==> src/rtl/load_store_unit.sv <==
// load_store_unit: memory stage between the ALU and writeback.
// Issues one load or store per request over a req/ack memory handshake.
// It builds byte enables and replicates store data across lanes. It aligns
// and sign- or zero-extends load data, and bounds every access with a timeout.
// Optional feature macro: MISALIGN_TRAP_EN. When it is defined, a misaligned
// request is answered with an error and no memory access is made. When it is
// undefined, a misaligned request is silently aligned.
module load_store_unit #(
  parameter int WORD_SIZE      = 32,
  parameter int TIMEOUT_CYCLES = 16
) (
  input  logic                 clk,
  input  logic                 rst,
  input  logic                 req_valid,
  output logic                 req_ready,
  input  logic                 req_we,
  input  logic [1:0]           req_size,
  input  logic                 req_unsigned,
  input  logic [WORD_SIZE-1:0] req_addr,
  input  logic [WORD_SIZE-1:0] req_wdata,
  output logic                 rsp_valid,
  output logic [WORD_SIZE-1:0] rsp_rdata,
  output logic                 rsp_err,
  output logic                 mem_req,
  output logic                 mem_we,
  output logic [WORD_SIZE-1:0] mem_addr,
  output logic [WORD_SIZE-1:0] mem_wdata,
  output logic [3:0]           mem_be,
  input  logic                 mem_ack,
  input  logic [WORD_SIZE-1:0] mem_rdata
);

`ifdef MISALIGN_TRAP_EN
  localparam bit TRAP_EN = 1'b1;
`else
  localparam bit TRAP_EN = 1'b0;
`endif

  // Last counter value at which a missing ack is still tolerated.
  localparam logic [7:0] TMO_LAST = 8'(TIMEOUT_CYCLES - 1);

  typedef enum logic [1:0] {IDLE, ACCESS, RESP} state_t;

  state_t               state;
  logic [7:0]           tmo_cnt;
  logic [1:0]           size_q;
  logic                 uns_q;
  logic [1:0]           off_q;

  logic [1:0]           req_off;
  logic [3:0]           be_c;
  logic [WORD_SIZE-1:0] wdata_c;
  logic                 misalign;
  logic [1:0]           ld_off;
  logic [WORD_SIZE-1:0] shifted;
  logic [WORD_SIZE-1:0] load_data;

  assign req_ready = (state == IDLE);

  // Decode byte enables, store lane replication and misalignment from the live request.
  always_comb begin
    // NOTE: every output gets a default first, so no path leaves a value unassigned and no latch is inferred.
    req_off  = req_addr[1:0];
    be_c     = 4'b1111;
    wdata_c  = req_wdata;
    misalign = 1'b0;
    case (req_size)
      2'b00: begin
        be_c    = 4'b0001 << req_off;
        wdata_c = {4{req_wdata[7:0]}};
      end
      2'b01: begin
        be_c     = req_off[1] ? 4'b1100 : 4'b0011;
        wdata_c  = {2{req_wdata[15:0]}};
        misalign = req_off[0];
      end
      default: misalign = (req_off != 2'b00);
    endcase
    if (!req_we) be_c = 4'b0000;
  end

  // Select the addressed lane of the returned word and extend it to full width.
  always_comb begin
    case (size_q)
      2'b00:   ld_off = off_q;
      2'b01:   ld_off = {off_q[1], 1'b0};
      default: ld_off = 2'b00;
    endcase
    shifted = mem_rdata >> {ld_off, 3'b000};
    case (size_q)
      2'b00:   load_data = {{24{~uns_q & shifted[7]}}, shifted[7:0]};
      2'b01:   load_data = {{16{~uns_q & shifted[15]}}, shifted[15:0]};
      default: load_data = shifted;
    endcase
    if (mem_we) load_data = '0;
  end

  // Request/response FSM with registered memory and response outputs.
  always_ff @(posedge clk or posedge rst) begin
    // NOTE: sequential state uses non-blocking assignments, so every register samples pre-edge values.
    if (rst) begin
      state     <= IDLE;
      tmo_cnt   <= '0;
      size_q    <= '0;
      uns_q     <= 1'b0;
      off_q     <= '0;
      mem_req   <= 1'b0;
      mem_we    <= 1'b0;
      mem_addr  <= '0;
      mem_wdata <= '0;
      mem_be    <= '0;
      rsp_valid <= 1'b0;
      rsp_err   <= 1'b0;
      rsp_rdata <= '0;
    end else begin
      case (state)
        IDLE: begin
          rsp_valid <= 1'b0;
          rsp_err   <= 1'b0;
          rsp_rdata <= '0;
          if (req_valid) begin
            size_q <= req_size;
            uns_q  <= req_unsigned;
            off_q  <= req_addr[1:0];
            if (TRAP_EN && misalign) begin
              rsp_valid <= 1'b1;
              rsp_err   <= 1'b1;
              state     <= RESP;
            end else begin
              mem_req   <= 1'b1;
              mem_we    <= req_we;
              mem_addr  <= {req_addr[WORD_SIZE-1:2], 2'b00};
              mem_wdata <= wdata_c;
              mem_be    <= be_c;
              tmo_cnt   <= '0;
              state     <= ACCESS;
            end
          end
        end
        ACCESS: begin
          // An ack takes priority over a timeout that expires in the same cycle.
          if (mem_ack || tmo_cnt == TMO_LAST) begin
            mem_req   <= 1'b0;
            mem_we    <= 1'b0;
            mem_addr  <= '0;
            mem_wdata <= '0;
            mem_be    <= '0;
            rsp_valid <= 1'b1;
            rsp_err   <= ~mem_ack;
            rsp_rdata <= mem_ack ? load_data : '0;
            state     <= RESP;
          end else begin
            tmo_cnt <= tmo_cnt + 8'd1;
          end
        end
        RESP: begin
          rsp_valid <= 1'b0;
          rsp_err   <= 1'b0;
          rsp_rdata <= '0;
          state     <= IDLE;
        end
        default: state <= IDLE;
      endcase
    end
  end

endmodule

==> config.mk <==
export PLATFORM = sky130hd
export DESIGN_NAME = load_store_unit
export DESIGN_NICKNAME = d
export VERILOG_FILES = /design/src/rtl/load_store_unit.sv
export SDC_FILE = /design/constraint.sdc
export NUM_CORES = 1
export LEC_CHECK = 0
export CORE_AREA = 2 2 131 133
export DETAILED_ROUTE_END_ITERATION = 16
export DIE_AREA = 0 0 133 135
export DONT_BUFFER_PORTS = 1
export SKIP_CTS_REPAIR_TIMING = 1
export SYNTH_ARGS = -nofsm -noshare
export SYNTH_HDL_FRONTEND = slang
export SYNTH_SLANG_ARGS = --single-unit
==> constraint.sdc <==
create_clock -name clk -period 3.9 [get_ports clk]
set_clock_uncertainty 0.05 [all_clocks]
set_input_delay 0.78 -clock clk [delete_from_list [all_inputs] [get_ports clk]]
set_output_delay 0.78 -clock clk [all_outputs]
set_load 0.1 [all_outputs]
# [Word-level counts from Yosys, hierarchy flattened]
# Index checks and enable logic that the tools add are counted.
[totals] n_memories=0 in_bits=104 rom_bits=0 register_bits=119 mem_bits_rw=0 output_inout_bits=105 latch_bits=0
[classes] eq_ne=8 add_sub_neg=1 reduce_logical=12 n_lt_le_gt_ge=0 n_bitwise=4 mux=33 n_div=0 n_mul=0 shift=2
[ops] cell="$pmux W32 S2" n=5
[ops] cell="$mux W32" n=6
[ops] cell="$shr A32 B5 Y32" n=1
[ops] cell="$mux W4" n=4
[ops] cell="$mux W8" n=2
[ops] cell="$pmux W4 S2" n=2
[ops] cell="$pmux W8 S2" n=1
[ops] cell="$add A8 B1 Y8 const B" n=1
[ops] cell="$eq A8 B4 Y1 const B" n=1
[ops] cell="$pmux W1 S2" n=4
[ops] cell="$pmux W2 S2" n=2
[ops] cell="$eq A2 B1 Y1 const B" n=3
[ops] cell="$logic_not A2 Y1" n=3
[ops] cell="$ne A2 B2 Y1 const B" n=3
[ops] cell="$reduce_and A2 Y1" n=3
[ops] cell="$reduce_and A3 Y1" n=2
[ops] cell="$mux W1" n=5
[ops] cell="$mux W2" n=2
[ops] cell="$reduce_bool A2 Y1" n=2
[ops] cell="$shl A1 B2 Y4 const A" n=1
[ops] cell="$and A1 B1 Y1" n=2
[ops] cell="$eq A2 B2 Y1 const B" n=1
[ops] cell="$not A1 Y1" n=2
[ops] cell="$reduce_or A2 Y1" n=1
[ops] cell="$logic_or A1 B1 Y1" n=1

# [Depth between registers and ports, before layout]
[depth] word_depth=9 depth_mapped=8 depth_no_buf=6

# [Least setup slack after synthesis]
# Ideal clock, no wire load.
[synth_timing] path_type="register to register" from="reg state[0]" to="reg uns_q" setup_slack_ns=1.024 required_ns=3.724 stages_incl_launch_ff=8 synth_period_minus_slack_ns=2.876 arrival_ns=2.700 path_buffers=4 cell_sequence="dfrtp_1 buf_2 nor2_1 and2_1 clkbuf_1 buf_2 buf_2 o21ai_0"
[synth_via] elab_chain_cells=2
[synth_lines] item="start, declared" line="44" rtl="state_t state;"
[synth_lines] item="start signal, assigned" line="102" rtl="state <= IDLE;"
[synth_lines] item="start signal, assigned" line="128" rtl="state <= RESP;"
[synth_lines] item="start signal, assigned" line="136" rtl="state <= ACCESS;"
[synth_lines] item="$logic_not A2 Y1"
[synth_lines] item="net req_ready" line="15" rtl="output logic req_ready,"
[synth_lines] item="$reduce_and A2 Y1 (no source line)"
[synth_lines] item="end signal, assigned" line="123" rtl="uns_q <= req_unsigned;"
[synth_lines] item="end, declared" line="47" rtl="logic uns_q;"
# The timed path passes the listed nets, and every way through them passes these cells.
# A chain may end at the register's enable or synchronous reset.

# [Worst setup path after layout]
[layout_timing] from="reg size_q[1]" to="reg rsp_rdata[15]"
[layout_via] elab_chain_cells=9 word_cells_on_any_way=10
[layout_lines] item="start, declared" line="46" rtl="logic [1:0] size_q;"
[layout_lines] item="start signal, assigned" line="122" rtl="size_q <= req_size;"
[layout_lines] item="$eq A2 B1 Y1 or $logic_not A2 Y1 (tied branches)" line="84, 90"
[layout_lines] item="$pmux W2 S2" line="84" rtl="case (size_q)"
[layout_lines] item="$shr A32 B5 Y32" line="89" rtl="shifted = mem_rdata >> {ld_off, 3'b000};"
[layout_lines] item="$and A1 B1 Y1" line="91" rtl="2'b00: load_data = {{24{~uns_q & shifted[7]}}, shifted[7:0]};"
[layout_lines] item="$pmux W32 S2 *" line="90" rtl="case (size_q)"
[layout_lines] item="$mux W32 *" line="95" rtl="if (mem_we) load_data = '0;"
[layout_lines] item="$mux W32 *" line="150" rtl="rsp_rdata <= mem_ack ? load_data : '0;"
[layout_lines] item="$mux W32 *" line="142" rtl="if (mem_ack || tmo_cnt == TMO_LAST) begin"
[layout_lines] item="$pmux W32 S2 *" line="116" rtl="case (state)"
[layout_lines] item="end signal, assigned" line="150"
[layout_lines] item="end, declared" line="22" rtl="output logic [WORD_SIZE-1:0] rsp_rdata,"
# Mark *: on every way between the ends. The rest lies on a longest branch, timed or not. The select of a mux whose other input is x is not followed.

==> summary.txt <==
H-tree depth - 4
Residual DRC - 0
Synth Flop Type - dfrtp_1
Die Width - 133 um
Layout cells sized above 1 - 9.306%
Min-delay worst type - input port to async pin
Via count - 4459
Post-synth ARST share - 100.0%
Final ANT Viol Nets - 0
Synth area leaders - dfrtp_1, nand2_1, o21ai_1
EDFF count, synth - 0
Final #Nets - 683
Top cells by count, synth - nand2_1, dfrtp_1, o21ai_1, clkbuf_1, nor2_1
Netlist cell types - 48
Max-slew violation count - 0
Worst-margin pin slew - 1.156 ns
First-pass GRT wire length - 25.69 mm
Yosys top cell area share - 51.67%
Wire per inst - 19.92 um
Max frequency - 357.2 MHz
Clock Sinks - 117
Initial drt markers - 234
CP endpoint kind - register
Fill count - 1642
Routed WL - 16.16 mm
Total Neg Setup Slack - 0 ns
Max-cap violations - 0
Status - complete, no violations
RSZ-0062 raised after global routing - no
Ant. Diodes - 0
Most common cell in the netlist - nand2_1
Worst-Skew Late Latency - 0.41 ns
GP Congestion - 0.8786
Vias in the first global route - 4595
Worst-path clk slew - 0.06 ns
Final setup fails - 0
Cells after synthesis - 598
Worst-case reg-to-reg path depth - 3
Total GRT Usage - 18.40%
Worst reg2reg setup slack - 1.10 ns
Syn. warnings - 0
Largest net degree at the start of global routing - 62
PortBufs - 0
Final HPWL DP - 11.44 mm
Worst setup SP type - register
Die area - 17960 um2
Total gr overflow - 0
CTS tree - built
Number of vias per cell - 5.498
Crit-path max FO - 29
Req. time, crit path - 4.09 ns
Root buffer cell - clkbuf_16
Num ports - 209
Placement Rows - 47
Worst Path Class, Setup - register to register
Placeable core area - 16410 um2
Post-synthesis register bit count - 117
Post-Syn Area - 5667 um2
Synth area leader - dfrtp_1
Max_slew headroom - 22.63%
Synthesis-to-layout area growth - 12.50%
Max Root-Sink Buffers - 2
Initial antenna violation count - 0
Mean Syn Cell Area - 9.476 um2
Die Height - 135 um
Fin. Hold Viols - 0
Fin crit share - 71.78%
Final Util - 38.85%
Initial Util - 34.54%
Drt pass-1 iters - 4
Crit path arrival time - 2.99 ns
Tmin final - 2.800 ns
Register area share after synthesis - 51.67%
TritonCTS Buffers - 17
final timing paths:
path,start,to
min in group clk,mem_ack,rsp_err
max in group asynchronous,rst,mem_wdata[0]
worst max-delay path,size_q[1],rsp_rdata[15]
worst max register to register,size_q[1],rsp_rdata[15]
worst min-delay path,rst,mem_be[2]
worst min register to register,tmo_cnt[0],tmo_cnt[0]
state kept, by name (all words and copies together) (netlist names):
register	count
mem_req	1
rsp_valid	1
mem_we	1
rsp_err	1
off_q	2
size_q	2
rsp_rdata	32
uns_q	1
tmo_cnt	8
state	2
mem_wdata	32
mem_be	4
mem_addr	30
per-layer routing:
layer | global-route usage (%) | vias to the layer above | wire [um]
met5 | 0 | - | 0
met4 | 6.631 | 0 | 306
met3 | 8.446 | 21 | 1887
met2 | 29.02 | 227 | 7595
met1 | 22.22 | 2147 | 6365
li1 | - | 2064 | -
critical path, cell delays in order, from the launching register on:
cell	delay (ns)
dfrtp_1	0.81
and2b_1	0.57
a221oi_4	0.99
o211ai_1	0.21
placed cells by master, fill, tap and decap left out, types with 16 or more instances in the layout:
cell type / netlist / final
nor2_1: 26 / 25
mux2i_1: 25 / 25
nand3_1: 25 / 25
o2bb2ai_1: 20 / 20
nand2_1: 132 / 131
o21ai_1: 64 / 64
nand2b_1: 19 / 19
a32oi_1: 16 / 16
dfrtp_1: 117 / 117
clkbuf_16: 0 / 17
per-stage QoR:
stage	hold WS (ns)	area (um2)	std cells	worst slack, ns
4_1_cts	0.3748	6375	811	1.082
6_report	0.3554	6375	811	1.101
3_5_place_dp	0.4912	5807	779	1.091
2_1_floorplan	0.4129	5674	599	1.024
5_1_grt	0.4084	6375	811	0.7981
3_3_place_gp	0.4872	5807	779	1.214
area by class of cell:
class / count / area (um2) / area share [%]
flip-flops and latches: 117 / 2928 / 45.93
well taps: 220 / 275.3 / 4.318
clock inverters: 15 / 142.6 / 2.237
multi-input cells: 425 / 2506 / 39.31
inverters: 9 / 37.54 / 0.5888
repair buffers: 8 / 60.06 / 0.9421
clock buffers: 17 / 425.4 / 6.673
cells by family (layout without fill, tap and decap cells):
logic type / Yosys count / count (layout) / synth area share (%)
xor+xnor: 5 / 5 / 0.7728
compound gates: 150 / 150 / 18.26
fa+ha+maj: 1 / 1 / 0.2208
mux: 27 / 27 / 4.813
buf+inv: 57 / 49 / 4.482
flops: 117 / 117 / 51.67
simple gates: 240 / 240 / 19.72
other cells: 1 / 2 / 0.06618
Power is left out: the tool's default activity adds up to more than one toggle a clock period on the data nets, which glitch-free logic cannot reach.
